==> src/rtl/id_ex_stage_if.sv <==
// id_ex_stage_if: decode-slot, forwarding-source and EX-side signals of the ID/EX stage
interface id_ex_stage_if #(
  parameter int DWIDTH = 32,
  parameter int AWIDTH = 5,
  parameter int CWIDTH = 8
);
  logic              i_valid;
  logic [AWIDTH-1:0] i_rs_addr;
  logic [AWIDTH-1:0] i_rt_addr;
  logic [DWIDTH-1:0] i_rs_data;
  logic [DWIDTH-1:0] i_rt_data;
  logic [AWIDTH-1:0] i_waddr;
  logic [DWIDTH-1:0] i_imm;
  logic              i_reg_write;
  logic              i_mem_read;
  logic [CWIDTH-1:0] i_ctrl;
  logic              i_flush;
  logic              i_exm_reg_write;
  logic [AWIDTH-1:0] i_exm_waddr;
  logic [DWIDTH-1:0] i_exm_result;
  logic              i_wb_reg_write;
  logic [AWIDTH-1:0] i_wb_waddr;
  logic [DWIDTH-1:0] i_wb_data;
  logic              o_stall;
  logic              o_valid;
  logic [DWIDTH-1:0] o_rs_val;
  logic [DWIDTH-1:0] o_rt_val;
  logic [DWIDTH-1:0] o_imm;
  logic [AWIDTH-1:0] o_waddr;
  logic              o_reg_write;
  logic              o_mem_read;
  logic [CWIDTH-1:0] o_ctrl;
  logic [15:0]       o_stall_count;
  modport master (
    output i_valid, i_rs_addr, i_rt_addr, i_rs_data, i_rt_data, i_waddr, i_imm,
           i_reg_write, i_mem_read, i_ctrl, i_flush, i_exm_reg_write, i_exm_waddr,
           i_exm_result, i_wb_reg_write, i_wb_waddr, i_wb_data,
    input  o_stall, o_valid, o_rs_val, o_rt_val, o_imm, o_waddr, o_reg_write,
           o_mem_read, o_ctrl, o_stall_count
  );
  modport slave (
    input  i_valid, i_rs_addr, i_rt_addr, i_rs_data, i_rt_data, i_waddr, i_imm,
           i_reg_write, i_mem_read, i_ctrl, i_flush, i_exm_reg_write, i_exm_waddr,
           i_exm_result, i_wb_reg_write, i_wb_waddr, i_wb_data,
    output o_stall, o_valid, o_rs_val, o_rt_val, o_imm, o_waddr, o_reg_write,
           o_mem_read, o_ctrl, o_stall_count
  );
endinterface

==> src/rtl/id_ex_stage.sv <==
// id_ex_stage: ID/EX pipeline register with load-use stall, bubbles, EX operand forwarding and stall counter
module id_ex_stage #(
  parameter int DWIDTH = 32,
  parameter int AWIDTH = 5,
  parameter int CWIDTH = 8
) (
  input logic         r_clk,
  input logic         r_rst,
  id_ex_stage_if.slave bus
);
  logic              valid, reg_write, mem_read, hazard, stall;
  logic [AWIDTH-1:0] rs_addr, rt_addr, waddr;
  logic [DWIDTH-1:0] rs_data, rt_data, imm;
  logic [CWIDTH-1:0] ctrl;
  logic [15:0]       stall_count;
  // hazard only looks at registered state and decode inputs, never at forwarded values
  assign hazard = bus.i_valid & valid & mem_read & (waddr == bus.i_rs_addr | waddr == bus.i_rt_addr);
  assign stall  = hazard & ~bus.i_flush;
  assign bus.o_rs_val = (bus.i_exm_reg_write && bus.i_exm_waddr == rs_addr) ? bus.i_exm_result :
                        (bus.i_wb_reg_write && bus.i_wb_waddr == rs_addr) ? bus.i_wb_data : rs_data;
  assign bus.o_rt_val = (bus.i_exm_reg_write && bus.i_exm_waddr == rt_addr) ? bus.i_exm_result :
                        (bus.i_wb_reg_write && bus.i_wb_waddr == rt_addr) ? bus.i_wb_data : rt_data;
  assign bus.o_stall       = stall;
  assign bus.o_valid       = valid;
  assign bus.o_imm         = imm;
  assign bus.o_waddr       = waddr;
  assign bus.o_reg_write   = reg_write & valid;
  assign bus.o_mem_read    = mem_read & valid;
  assign bus.o_ctrl        = ctrl;
  assign bus.o_stall_count = stall_count;
  always_ff @(posedge r_clk or negedge r_rst)
    if (!r_rst) begin
      valid       <= 1'b0;
      reg_write   <= 1'b0;
      mem_read    <= 1'b0;
      rs_addr     <= '0;
      rt_addr     <= '0;
      waddr       <= '0;
      rs_data     <= '0;
      rt_data     <= '0;
      imm         <= '0;
      ctrl        <= '0;
      stall_count <= '0;
    end else begin
      if (bus.i_flush || stall) begin
        valid     <= 1'b0;
        reg_write <= 1'b0;
        mem_read  <= 1'b0;
        ctrl      <= '0;
      end else begin
        valid     <= bus.i_valid;
        reg_write <= bus.i_valid & bus.i_reg_write;
        mem_read  <= bus.i_valid & bus.i_mem_read;
        rs_addr   <= bus.i_rs_addr;
        rt_addr   <= bus.i_rt_addr;
        waddr     <= bus.i_waddr;
        rs_data   <= bus.i_rs_data;
        rt_data   <= bus.i_rt_data;
        imm       <= bus.i_imm;
        ctrl      <= bus.i_ctrl;
      end
      if (stall && stall_count != 16'hFFFF) stall_count <= stall_count + 16'd1;
    end
endmodule

==> src/flat_wrapper.sv <==
// flat-port wrapper written by rule: the top's interface ports become plain ports
module id_ex_stage_flat 
#(
  parameter int DWIDTH = 32,
  parameter int AWIDTH = 5,
  parameter int CWIDTH = 8
)
  (r_clk, r_rst, bus_i_valid, bus_i_rs_addr, bus_i_rt_addr, bus_i_rs_data, bus_i_rt_data, bus_i_waddr, bus_i_imm, bus_i_reg_write, bus_i_mem_read, bus_i_ctrl, bus_i_flush, bus_i_exm_reg_write, bus_i_exm_waddr, bus_i_exm_result, bus_i_wb_reg_write, bus_i_wb_waddr, bus_i_wb_data, bus_o_stall, bus_o_valid, bus_o_rs_val, bus_o_rt_val, bus_o_imm, bus_o_waddr, bus_o_reg_write, bus_o_mem_read, bus_o_ctrl, bus_o_stall_count);
  id_ex_stage_if #(.DWIDTH(DWIDTH), .AWIDTH(AWIDTH), .CWIDTH(CWIDTH)) bus_i ();
  input logic r_clk;
  input logic r_rst;
  input wire logic [$bits(bus_i.i_valid)-1:0] bus_i_valid;
  input wire logic [$bits(bus_i.i_rs_addr)-1:0] bus_i_rs_addr;
  input wire logic [$bits(bus_i.i_rt_addr)-1:0] bus_i_rt_addr;
  input wire logic [$bits(bus_i.i_rs_data)-1:0] bus_i_rs_data;
  input wire logic [$bits(bus_i.i_rt_data)-1:0] bus_i_rt_data;
  input wire logic [$bits(bus_i.i_waddr)-1:0] bus_i_waddr;
  input wire logic [$bits(bus_i.i_imm)-1:0] bus_i_imm;
  input wire logic [$bits(bus_i.i_reg_write)-1:0] bus_i_reg_write;
  input wire logic [$bits(bus_i.i_mem_read)-1:0] bus_i_mem_read;
  input wire logic [$bits(bus_i.i_ctrl)-1:0] bus_i_ctrl;
  input wire logic [$bits(bus_i.i_flush)-1:0] bus_i_flush;
  input wire logic [$bits(bus_i.i_exm_reg_write)-1:0] bus_i_exm_reg_write;
  input wire logic [$bits(bus_i.i_exm_waddr)-1:0] bus_i_exm_waddr;
  input wire logic [$bits(bus_i.i_exm_result)-1:0] bus_i_exm_result;
  input wire logic [$bits(bus_i.i_wb_reg_write)-1:0] bus_i_wb_reg_write;
  input wire logic [$bits(bus_i.i_wb_waddr)-1:0] bus_i_wb_waddr;
  input wire logic [$bits(bus_i.i_wb_data)-1:0] bus_i_wb_data;
  output wire logic [$bits(bus_i.o_stall)-1:0] bus_o_stall;
  output wire logic [$bits(bus_i.o_valid)-1:0] bus_o_valid;
  output wire logic [$bits(bus_i.o_rs_val)-1:0] bus_o_rs_val;
  output wire logic [$bits(bus_i.o_rt_val)-1:0] bus_o_rt_val;
  output wire logic [$bits(bus_i.o_imm)-1:0] bus_o_imm;
  output wire logic [$bits(bus_i.o_waddr)-1:0] bus_o_waddr;
  output wire logic [$bits(bus_i.o_reg_write)-1:0] bus_o_reg_write;
  output wire logic [$bits(bus_i.o_mem_read)-1:0] bus_o_mem_read;
  output wire logic [$bits(bus_i.o_ctrl)-1:0] bus_o_ctrl;
  output wire logic [$bits(bus_i.o_stall_count)-1:0] bus_o_stall_count;
  assign bus_i.i_valid = bus_i_valid;
  assign bus_i.i_rs_addr = bus_i_rs_addr;
  assign bus_i.i_rt_addr = bus_i_rt_addr;
  assign bus_i.i_rs_data = bus_i_rs_data;
  assign bus_i.i_rt_data = bus_i_rt_data;
  assign bus_i.i_waddr = bus_i_waddr;
  assign bus_i.i_imm = bus_i_imm;
  assign bus_i.i_reg_write = bus_i_reg_write;
  assign bus_i.i_mem_read = bus_i_mem_read;
  assign bus_i.i_ctrl = bus_i_ctrl;
  assign bus_i.i_flush = bus_i_flush;
  assign bus_i.i_exm_reg_write = bus_i_exm_reg_write;
  assign bus_i.i_exm_waddr = bus_i_exm_waddr;
  assign bus_i.i_exm_result = bus_i_exm_result;
  assign bus_i.i_wb_reg_write = bus_i_wb_reg_write;
  assign bus_i.i_wb_waddr = bus_i_wb_waddr;
  assign bus_i.i_wb_data = bus_i_wb_data;
  assign bus_o_stall = bus_i.o_stall;
  assign bus_o_valid = bus_i.o_valid;
  assign bus_o_rs_val = bus_i.o_rs_val;
  assign bus_o_rt_val = bus_i.o_rt_val;
  assign bus_o_imm = bus_i.o_imm;
  assign bus_o_waddr = bus_i.o_waddr;
  assign bus_o_reg_write = bus_i.o_reg_write;
  assign bus_o_mem_read = bus_i.o_mem_read;
  assign bus_o_ctrl = bus_i.o_ctrl;
  assign bus_o_stall_count = bus_i.o_stall_count;
  id_ex_stage #(.DWIDTH(DWIDTH), .AWIDTH(AWIDTH), .CWIDTH(CWIDTH)) u_core (.r_clk(r_clk), .r_rst(r_rst), .bus(bus_i));
endmodule
==> config.mk <==
export PLATFORM = sky130hd
export DESIGN_NAME = id_ex_stage_flat
export DESIGN_NICKNAME = d
export VERILOG_FILES = /design/src/rtl/id_ex_stage_if.sv /design/src/rtl/id_ex_stage.sv /design/src/flat_wrapper.sv
export SDC_FILE = /design/constraint.sdc
export NUM_CORES = 1
export LEC_CHECK = 0
export CELL_PAD_IN_SITES_DETAIL_PLACEMENT = 1
export CELL_PAD_IN_SITES_GLOBAL_PLACEMENT = 2
export CORE_UTILIZATION = 25
export CTS_CLUSTER_SIZE = 10
export DETAILED_ROUTE_END_ITERATION = 8
export PLACE_DENSITY_LB_ADDON = 0.1
export REMOVE_ABC_BUFFERS = 1
export SYNTH_ARGS = -nofsm -noshare
export SYNTH_HDL_FRONTEND = slang
export SYNTH_SLANG_ARGS = --single-unit
==> constraint.sdc <==
create_clock -name r_clk -period 2.37 [get_ports r_clk]
set_input_delay 0.474 -clock r_clk [delete_from_list [all_inputs] [get_ports r_clk]]
set_output_delay 0.474 -clock r_clk [all_outputs]
set_load 0.01 [all_outputs]
After elaboration in Yosys (flattened, before gate mapping)
Index checks and enable logic that the tools add are counted.
Storage, ports and cells
  latch bits: 0
  RAM bits: 0
  flip-flop bits (word level): 138
  ROM bits: 0
  bits of input ports: 201
  memories: 0
Cells by class
  add/sub/neg operators: 1
  equal/unequal tests: 7
  $lt $le $gt $ge: 0
  divide/modulo/power cells: 0
  muxes and demuxes: 8
  reduce and logical (&&, ||, !) cells: 6
  shift-type cells: 0
  bitwise operators: 10
  $mul: 0
Operator list (number)
  2-to-1 mux 32 bit: 4
  equality test 5 bit: 6
  adder 16 x 1 -> 16 bit (second input constant): 1
  inequality test 16 bit (second input constant): 1
  bitwise AND 1 bit: 8
  2-to-1 mux 8 bit: 1
  logical AND 1 bit: 5
  2-to-1 mux 1 bit: 3
  logical OR 1 bit: 1
  NOT 1 bit: 1
  OR 1 bit: 1

Longest topological paths before layout
Gate-level depths: netlist of the first run.
  depth after elaboration: 6
  mapped depth: 7
  gate-level depth less buffers: 6

Worst setup path after synthesis of the first run
OpenSTA, ideal clock, no wires.
  path type: input -> output
  start: input port bus_i_wb_waddr[2]
  end: output port bus_o_rs_val[10]
  required time: 1.896 ns
  stages on the path: 7
  data arrival time: 1.662 ns
  setup slack: 0.234 ns
  cells stage by stage: xor2_1 nor4_1 and3_1 buf_4 buf_6 mux2i_1 o21ai_0
On the way
  longest elaborated chain between the ends: 4
RTL lines
  start, declared: line flat_wrapper.sv:27  | input wire logic [$bits(bus_i.i_wb_waddr)-1:0] bus_i_wb_waddr;
  equality test 5 bit: line id_ex_stage.sv:20  | (bus.i_wb_reg_write && bus.i_wb_waddr == rs_addr) ? bus.i_wb_data : rs_data;
  logical AND 1 bit: line id_ex_stage.sv:20
  2-to-1 mux 32 bit: line id_ex_stage.sv:20
  2-to-1 mux 32 bit: line id_ex_stage.sv:19  | assign bus.o_rs_val = (bus.i_exm_reg_write && bus.i_exm_waddr == rs_addr) ? bus.i_exm_result :
  end, declared: line flat_wrapper.sv:31  | output wire logic [$bits(bus_i.o_rs_val)-1:0] bus_o_rs_val;
Every way passes these cells.

Final worst setup path of the first run
  start: register u_core.rs_addr[3]
  end: output port bus_o_rs_val[11]
On the way
  longest elaborated chain between the ends: 4
RTL lines
  start, declared: line id_ex_stage.sv:12  | logic [AWIDTH-1:0] rs_addr, rt_addr, waddr;
  start signal, assigned: line id_ex_stage.sv:54  | rs_addr <= bus.i_rs_addr;
  equality test 5 bit: line id_ex_stage.sv:20
  logical AND 1 bit: line id_ex_stage.sv:20
  2-to-1 mux 32 bit: line id_ex_stage.sv:20
  2-to-1 mux 32 bit (*): line id_ex_stage.sv:19
Every way passes the cells marked *; elsewhere a longest branch is shown, timed or not.

==> flow_summary.json, run 1 <==
{
  "final_common_cell": "clkdlybuf4s50_1",
  "drtIter0Drc": 146,
  "wl_per_cell_um": 20.2,
  "yosys_warnings": 0,
  "gr-max-usage-layer": "met2",
  "num_rows": 60,
  "drt_first_pass_iters": 4,
  "cp_num_buf_inv": 3,
  "hold_viol": 0,
  "cp.arrival_ps": 2390,
  "tightest_slew_ps": 411,
  "cp-end-kind": "primary output",
  "drive_gt1_frac": 0.325,
  "outcome": "complete, but fails checks",
  "synth_cells": 593,
  "design_area_um2": 12100,
  "wirelength_mm": 27.6,
  "fin_crit_sh": 1.21,
  "cts_tree": "yes",
  "vias": 6228,
  "met1_usage": 0.219,
  "vias_per_cell": 4.57,
  "relSlewSlack": 0.726,
  "ys_seq_area_frac": 0.495,
  "setup_violations": 64,
  "cts_max_path_buffers": 2,
  "cpLargestDelayFamily": "simple AND/OR/NAND/NOR gates",
  "use_met2": 0.328,
  "maxSlewViolCount": 0,
  "cp_slowest_cell": "dfrtp_1",
  "criticalPathCategory": "reg2out",
  "final_core_util": 0.444,
  "synth_cell_type_count": 25,
  "use_met3": 0.0477,
  "worstSkewPairLatency_ps": 420,
  "dp_hpwl_mm": 18.7,
  "final.setup.tns_ps": -24910,
  "fill_cells": 2911,
  "io_buffers": 329,
  "fin_nets": 1180,
  "yosys_register_bits": 138,
  "layout_min_cycle_time_ps": 2860,
  "num_antenna_cells": 0,
  "synth_area_um2": 6970,
  "leakagePower_nw": 4.82,
  "grtUsageTotal": 0.184,
  "hold_path.class": "in2async",
  "final_cells": 1363,
  "p_per_area_nw_per_um2": 582,
  "grt_pass1_vias": 6741,
  "die_x_um": 169,
  "maxCapViolations": 0,
  "critPathRequiredTime_ps": 1900,
  "violations": "negative setup slack",
  "grt_pass1_wl_mm": 39.8,
  "pre_cts_ws_ps": -1060,
  "max_freq_mhz": 349,
  "syn_area_per_cell_um2": 11.8,
  "grt_antenna_before_repair": 0,
  "finalWorstSetupSlack_ps": -493,
  "whs_ps": 495,
  "path_cells": "xor2_1 -> nor4_2 -> and3_4 -> buf_6 -> buf_12 -> mux2i_2 -> o21ai_1 -> buf_2",
  "die_area_um2": 28600,
  "dp.cells": 1282,
  "peakVddDrop_mv": 0.381,
  "layout_common_cells": "clkdlybuf4s50_1 (256), dfrtp_1 (137), mux2_2 (114), nand2_1 (63), buf_2 (62)",
  "area_growth_pct": 73.2,
  "drc": 0,
  "worst_setup_path_start_kind": "register",
  "path_clk_slew_ps": 70,
  "fp.dieH_um": 169,
  "gp_congestion": 0.805,
  "numCtsBuffers": 17,
  "total_power_mw": 7.03,
  "fin_skew_ps": 11.4,
  "slowest_delay_ps": 420,
  "io_pins": 330,
  "grt_max_degree": 60,
  "htreeDepth": 4,
  "place_area_um2": 10900,
  "cts_sinks": 138,
  "start_util": 0.257,
  "detail-route-antenna-nets": 0,
  "grt_remaining_overflow": 0,
  "core_area_um2": 27200,
  "rsz0062_at_grt": "yes",
  "crit_fanout": 8,
  "root_buffer": "clkbuf_16"
}
path summary, 6_finish.rpt:
path / startpoint / end / slack [ps] / depth (start not counted)
min in group r_clk: u_core.bus.o_imm[25] / u_core.bus.o_imm[25] / 510 / 1
worst max-delay path: u_core.rs_addr[3] / bus_o_rs_val[11] / -490 / 8
worst min register to register: u_core.bus.o_imm[25] / u_core.bus.o_imm[25] / 510 / 1
worst min-delay path: r_rst / u_core.bus.o_imm[19] / 500 / 2
max in group asynchronous: r_rst / u_core.rs_data[10] / 1130 / 3
worst max register to register: u_core.bus.o_stall_count[0] / u_core.bus.o_stall_count[1] / 240 / 6
cells in the mapped netlist:
library cell	instances	share of area
and2_1	12	0.011
and3_1	10	0.0090
and3_2	4	0.0043
and4_1	1	0.0013
and4b_1	1	0.0014
buf_2	7	0.0050
buf_4	9	0.0097
buf_6	8	0.013
clkbuf_1	13	0.0070
dfrtp_1	138	0.50
ha_1	1	0.0018
mux2_2	114	0.18
mux2i_1	64	0.092
nand2_1	69	0.037
nand2b_1	1	0.00090
nand3_1	15	0.011
nand4_1	8	0.0072
nor2_1	3	0.0016
nor2_2	1	0.00090
nor4_1	4	0.0036
o21ai_0	64	0.046
o22ai_1	2	0.0018
or4_4	1	0.0016
xnor2_1	26	0.033
xor2_1	17	0.021
per-layer routing:
metal / wire length (um) / vias up
li1: - / 2865
met1: 11100 / 3100
met2: 14200 / 225
met3: 1790 / 38
met4: 555 / 0
met5: 0 / -
state kept, by name, summed over array words and instances, names as in the netlist:
register                  count
u_core.rt_data               32
u_core.bus.o_waddr            5
u_core.bus.o_imm             32
u_core.reg_write              1
u_core.bus.o_valid            1
u_core.bus.o_stall_count     16
u_core.rt_addr                5
u_core.mem_read               1
u_core.rs_data               32
u_core.rs_addr                5
u_core.bus.o_ctrl             8
logic make-up after synthesis:
logic type | Yosys count | synth area share
compound gates | 66 | 0.0477
fa+ha+maj | 1 | 0.00179
xor+xnor | 43 | 0.0540
simple gates | 130 | 0.0905
mux | 178 | 0.276
buf+inv | 37 | 0.0346
flops | 138 | 0.495
area by class of cell:
cell class                 count  area (um^2)  share of cell area
tap                          372          465              0.0385
sequential                   138         3450               0.286
clock buffer                  17          425              0.0352
clock inverter                15          178              0.0147
timing repair buffer         403         4120               0.341
multi-input combinational    418         3430               0.284
power breakdown:
part,switching (mW),internal (mW)
clock network,1.16,1.59
registers,0.138,2.56
logic,0.638,0.940
total,1.94,5.09
timing repair:
action                                 CTS  global route
pin swaps                               12            19
setup endpoints to repair               65            65
gates cloned                             8             8
setup buffers                           26             8
endpoints found under the hold margin   29             0
hold buffers                             1             0
gates resized for setup                362            54
Power figures use the tool's default switching activity.
==> run 2, diff against run 1 <==
Settings changed: SLEW_MARGIN set to 20.
Clock period 2.37 ns to 2.85 ns, I/O delays scaled along.
==> run 2 against run 1 <==
The flow still finishes with violations (negative setup slack). Sequential cell count stayed put. Wire length rose by 1.5%. Global-route usage is 0.74 points higher. Count of clock-buffer cells in the layout unchanged. Sequential power down 17%. First-iteration DRC count grew 2.7%. Design area rose by 2.1%. Power shrank 17%. Highest routed layer unchanged.
==> flow_summary.json, run 2 (synthesized netlist as in run 1, its figures left out) <==
{
  "outcome": "complete, but fails checks",
  "violations": "negative setup slack",
  "cp.arrival_ps": 2400,
  "maxSlewViolCount": 0,
  "cts_sinks": 138,
  "detail-route-antenna-nets": 0,
  "grt_antenna_before_repair": 1,
  "cpLargestDelayFamily": "simple AND/OR/NAND/NOR gates",
  "hold_path.class": "in2async",
  "drc": 0,
  "vias_per_cell": 4.55,
  "path_cells": "xor2_2 -> nor4_2 -> and3_4 -> buf_6 -> buf_12 -> mux2i_4 -> o21ai_1 -> buf_2",
  "vias": 6191,
  "grt_remaining_overflow": 0,
  "path_clk_slew_ps": 70,
  "htreeDepth": 4,
  "final_common_cell": "clkdlybuf4s50_1",
  "leakagePower_nw": 4.91,
  "drtIter0Drc": 150,
  "critPathRequiredTime_ps": 2280,
  "finalWorstSetupSlack_ps": -123,
  "drt_first_pass_iters": 4,
  "setup_violations": 61,
  "peakVddDrop_mv": 0.338,
  "hold_viol": 0,
  "fp.dieH_um": 169,
  "cp-end-kind": "primary output",
  "core_area_um2": 27200,
  "layout_common_cells": "clkdlybuf4s50_1 (255), dfrtp_1 (137), mux2_2 (114), buf_2 (60), nand2_1 (56)",
  "fin_skew_ps": 11.6,
  "dp_hpwl_mm": 18.2,
  "grtUsageTotal": 0.192,
  "grt_max_degree": 64,
  "drive_gt1_frac": 0.371,
  "criticalPathCategory": "reg2out",
  "grt_pass1_wl_mm": 41.1,
  "io_pins": 330,
  "max_freq_mhz": 336,
  "wirelength_mm": 28.0,
  "final.setup.tns_ps": -3970,
  "cp_num_buf_inv": 3,
  "maxCapViolations": 0,
  "num_rows": 60,
  "worstSkewPairLatency_ps": 420,
  "hold_buffers": 0,
  "final_core_util": 0.454,
  "grt_pass1_vias": 6913,
  "numCtsBuffers": 17,
  "cts_tree": "yes",
  "area_growth_pct": 76.9,
  "wl_per_cell_um": 20.6,
  "relSlewSlack": 0.632,
  "rsz0062_at_grt": "yes",
  "tightest_slew_ps": 553,
  "worst_setup_path_start_kind": "register",
  "cp_slowest_cell": "dfrtp_1",
  "slowest_delay_ps": 420,
  "fin_nets": 1176,
  "root_buffer": "clkbuf_16",
  "die_area_um2": 28600,
  "p_per_area_nw_per_um2": 473,
  "gp_congestion": 0.800,
  "crit_fanout": 5,
  "layout_min_cycle_time_ps": 2970,
  "fin_crit_sh": 1.04,
  "total_power_mw": 5.84,
  "whs_ps": 94.3,
  "cts_max_path_buffers": 2,
  "die_x_um": 169,
  "io_buffers": 329,
  "fill_cells": 2876,
  "start_util": 0.257
}
## run 2: path summary, 6_finish.rpt
check                      cells after the start                          from                      endpoint  slack (ps)
max                                            8             u_core.rt_addr[1]              bus_o_rt_val[23]        -120
min                                            1                         r_rst          u_core.bus.o_imm[19]          90
max reg2reg                                    6   u_core.bus.o_stall_count[0]   u_core.bus.o_stall_count[1]         690
min reg2reg                                    1  u_core.bus.o_stall_count[10]  u_core.bus.o_stall_count[10]         500
max in group asynchronous                      2                         r_rst             u_core.rs_data[3]        2000
min in group r_clk                             1  u_core.bus.o_stall_count[10]  u_core.bus.o_stall_count[10]         500
## run 2: layout make-up
type	instances	area (um^2)	area share
Timing Repair Buffer	399	4110	0.333
Multi-Input combinational cell	418	3720	0.302
Sequential cell	138	3450	0.280
Tap cell	372	465	0.0377
Clock buffer	17	425	0.0345
Clock inverter	15	154	0.0125
Antenna cell	1	2.50	0.000203
## run 2: timing repair
action,4_1_cts,5_1_grt
gates cloned,12,4
setup buffers,36,5
endpoints found under the setup margin,65,65
pin swaps,17,40
resized for setup,394,105
## run 2: layer usage
| metal | track usage | up-vias | part of all wire |
|---|---|---|---|
| met2 | 0.345 | 217 | 0.52 |
| met3 | 0.0510 | 32 | 0.063 |
| met4 | 0.0513 | 0 | 0.020 |
| li1 | - | 2858 | - |
| met5 | 0 | - | 0 |
| met1 | 0.224 | 3084 | 0.40 |
## run 2: power by group
group	switching, mW	leakage, nW	internal [mW]	total, mW
clock network	0.970	0.282	1.24	2.21
registers	0.119	1.66	2.13	2.25
logic	0.558	2.96	0.823	1.38
total	1.65	4.91	4.19	5.84
## run 2: per-stage QoR
step / area, um^2 / cells / worst slack [ps]
after global placement: 10800 / 1274 / -683
after detailed placement: 10800 / 1274 / -736
final: 12300 / 1360 / -123
after CTS: 11900 / 1354 / -142
after floorplan: 6730 / 556 / -1560
after global routing: 12300 / 1360 / -234
==> run 3, diff against run 2 <==
Settings changed: CORE_ASPECT_RATIO set to 0.7, CORE_UTILIZATION 25 to 38, DONT_BUFFER_PORTS set to 1.
==> run 3 against run 2 <==
The flow finishes with violations (negative hold slack, negative setup slack). Sequential power is 2% higher. Global-route usage grew 1.8 points. Sequential share of layout area is 14 points higher. Setup slack worse by 0.84 ps. Combinational power decreased by 51%. Die area fell by 34%.
==> flow_summary.json, run 3 (synthesized netlist as in run 1, its figures left out) <==
{
  "startpoint": "u_core.rs_addr[2]",
  "hold_viol": 138,
  "regArea_um2": 3450,
  "p_per_area_nw_per_um2": 646,
  "drive_gt1_frac": 0.344,
  "die_x_um": 164,
  "fin_nets": 832,
  "critPathRequiredTime_ps": 2280,
  "fill_cells": 1882,
  "area_growth_pct": 18.9,
  "path_clk_slew_ps": 60,
  "io_buffers": 0,
  "final_cells": 879,
  "num_antenna_cells": 0,
  "final_common_cell": "dfrtp_1",
  "grt_pass1_vias": 5007,
  "cpLargestDelayFamily": "simple AND/OR/NAND/NOR gates",
  "whs_ps": -158,
  "fin_skew_ps": 18.8,
  "start_util": 0.387,
  "pre_cts_ws_ps": 233,
  "final.setup.tns_ps": -1160,
  "cts_sinks": 138,
  "fin_crit_sh": 1.04,
  "slowest_delay_ps": 430,
  "cp.arrival_ps": 2400,
  "crit_fanout": 8,
  "drt_first_pass_iters": 4,
  "cp_num_buf_inv": 2,
  "maxCapViolations": 0,
  "cts_max_path_buffers": 2,
  "worstReg2RegStart": "u_core.bus.o_stall_count[0]",
  "cp-end-kind": "primary output",
  "peakVddDrop_mv": 0.344,
  "die_area_um2": 18900,
  "worstSkewPairLatency_ps": 430,
  "layout_min_cycle_time_ps": 2970,
  "vias_per_cell": 5.35,
  "gp_congestion": 0.812,
  "grt_pass1_wl_mm": 29.2,
  "core_area_um2": 18000,
  "leakagePower_nw": 3.28,
  "relSlewSlack": 0.579,
  "tightest_slew_ps": 631,
  "violations": "negative hold slack, negative setup slack",
  "rsz0062_at_grt": "yes",
  "final_core_util": 0.460,
  "criticalPathCategory": "reg2out",
  "layout_common_cells": "dfrtp_1 (138), mux2_2 (114), nand2_1 (69), mux2i_1 (54), o21ai_1 (48)",
  "grt_antenna_before_repair": 1,
  "maxSlewViolCount": 0,
  "dp.cells": 838,
  "worst_setup_path_start_kind": "register",
  "drtIter0Drc": 199,
  "grt_max_degree": 139,
  "numCtsBuffers": 17,
  "outcome": "complete, but fails checks",
  "io_pins": 330,
  "finalWorstSetupSlack_ps": -124,
  "detail-route-antenna-nets": 0,
  "grtUsageTotal": 0.210,
  "cts_tree": "yes",
  "vias": 4704,
  "path_cells": "xor2_1 -> nor4_1 -> and3_4 -> buf_12 -> mux2i_2 -> o21ai_1 -> buf_4",
  "hold_path.class": "in2async",
  "setup_violations": 23,
  "htreeDepth": 4,
  "fp.dieH_um": 115,
  "wl_per_cell_um": 23.4,
  "num_rows": 41,
  "root_buffer": "clkbuf_16",
  "multi_input_area_um2": 3350,
  "cp_slowest_cell": "dfrtp_1",
  "wirelength_mm": 20.6,
  "grt_remaining_overflow": 0,
  "drc": 0,
  "dp_hpwl_mm": 14.5,
  "max_freq_mhz": 336
}
[run 3: final timing paths]
kind                                                    end  slack [ps]  cells past startpoint
worst max-delay path                       bus_o_rs_val[15]        -120                      7
worst max register to register  u_core.bus.o_stall_count[1]         630                      6
min in group r_clk                       u_core.bus.o_valid         260                      1
worst min-delay path                     u_core.rt_data[27]        -160                      0
worst min register to register           u_core.rt_data[25]         510                      1
max in group asynchronous       u_core.bus.o_stall_count[2]        2720                      0
[run 3: metal layers]
layer | part of all wire | global-route usage | up-vias
li1 | - | - | 2167
met2 | 0.49 | 0.356 | 210
met3 | 0.10 | 0.0880 | 28
met4 | 0.021 | 0.0667 | 0
met1 | 0.38 | 0.240 | 2299
met5 | 0 | 0 | -
[run 3: final cells by class]
class	instances	area share
clock buffers	18	0.0518
clock inverters	14	0.0254
multi-input cells	418	0.404
flip-flops and latches	138	0.416
well taps	236	0.0356
repair buffers	55	0.0671
[run 3: stage by stage]
step / total power, mW / hold WS, ps / instance area, um^2
after floorplan: 2.72 / 274 / 6730
after detailed placement: 2.96 / 276 / 7430
after global placement: 2.94 / 277 / 7430
after CTS: 5.39 / -179 / 8130
after global routing: 5.59 / -189 / 8290
final: 5.36 / -158 / 8290
[run 3: what timing repair did]
| action | 4_1_cts | 5_1_grt |
|---|---|---|
| pin swaps | 2 | 4 |
| setup buffers | 1 | 3 |
| gates resized for setup | 18 | 47 |
| gates cloned | 1 | 5 |
| endpoints found under the hold margin | 138 | 138 |
| setup endpoints to repair | 11 | 57 |
[run 3: where the power goes]
group	internal, mW	total [mW]	switching, mW	leakage (nW)
clock network	1.49	2.40	0.908	0.312
registers	2.13	2.29	0.161	1.66
logic	0.369	0.673	0.304	1.30
total	3.99	5.36	1.37	3.28
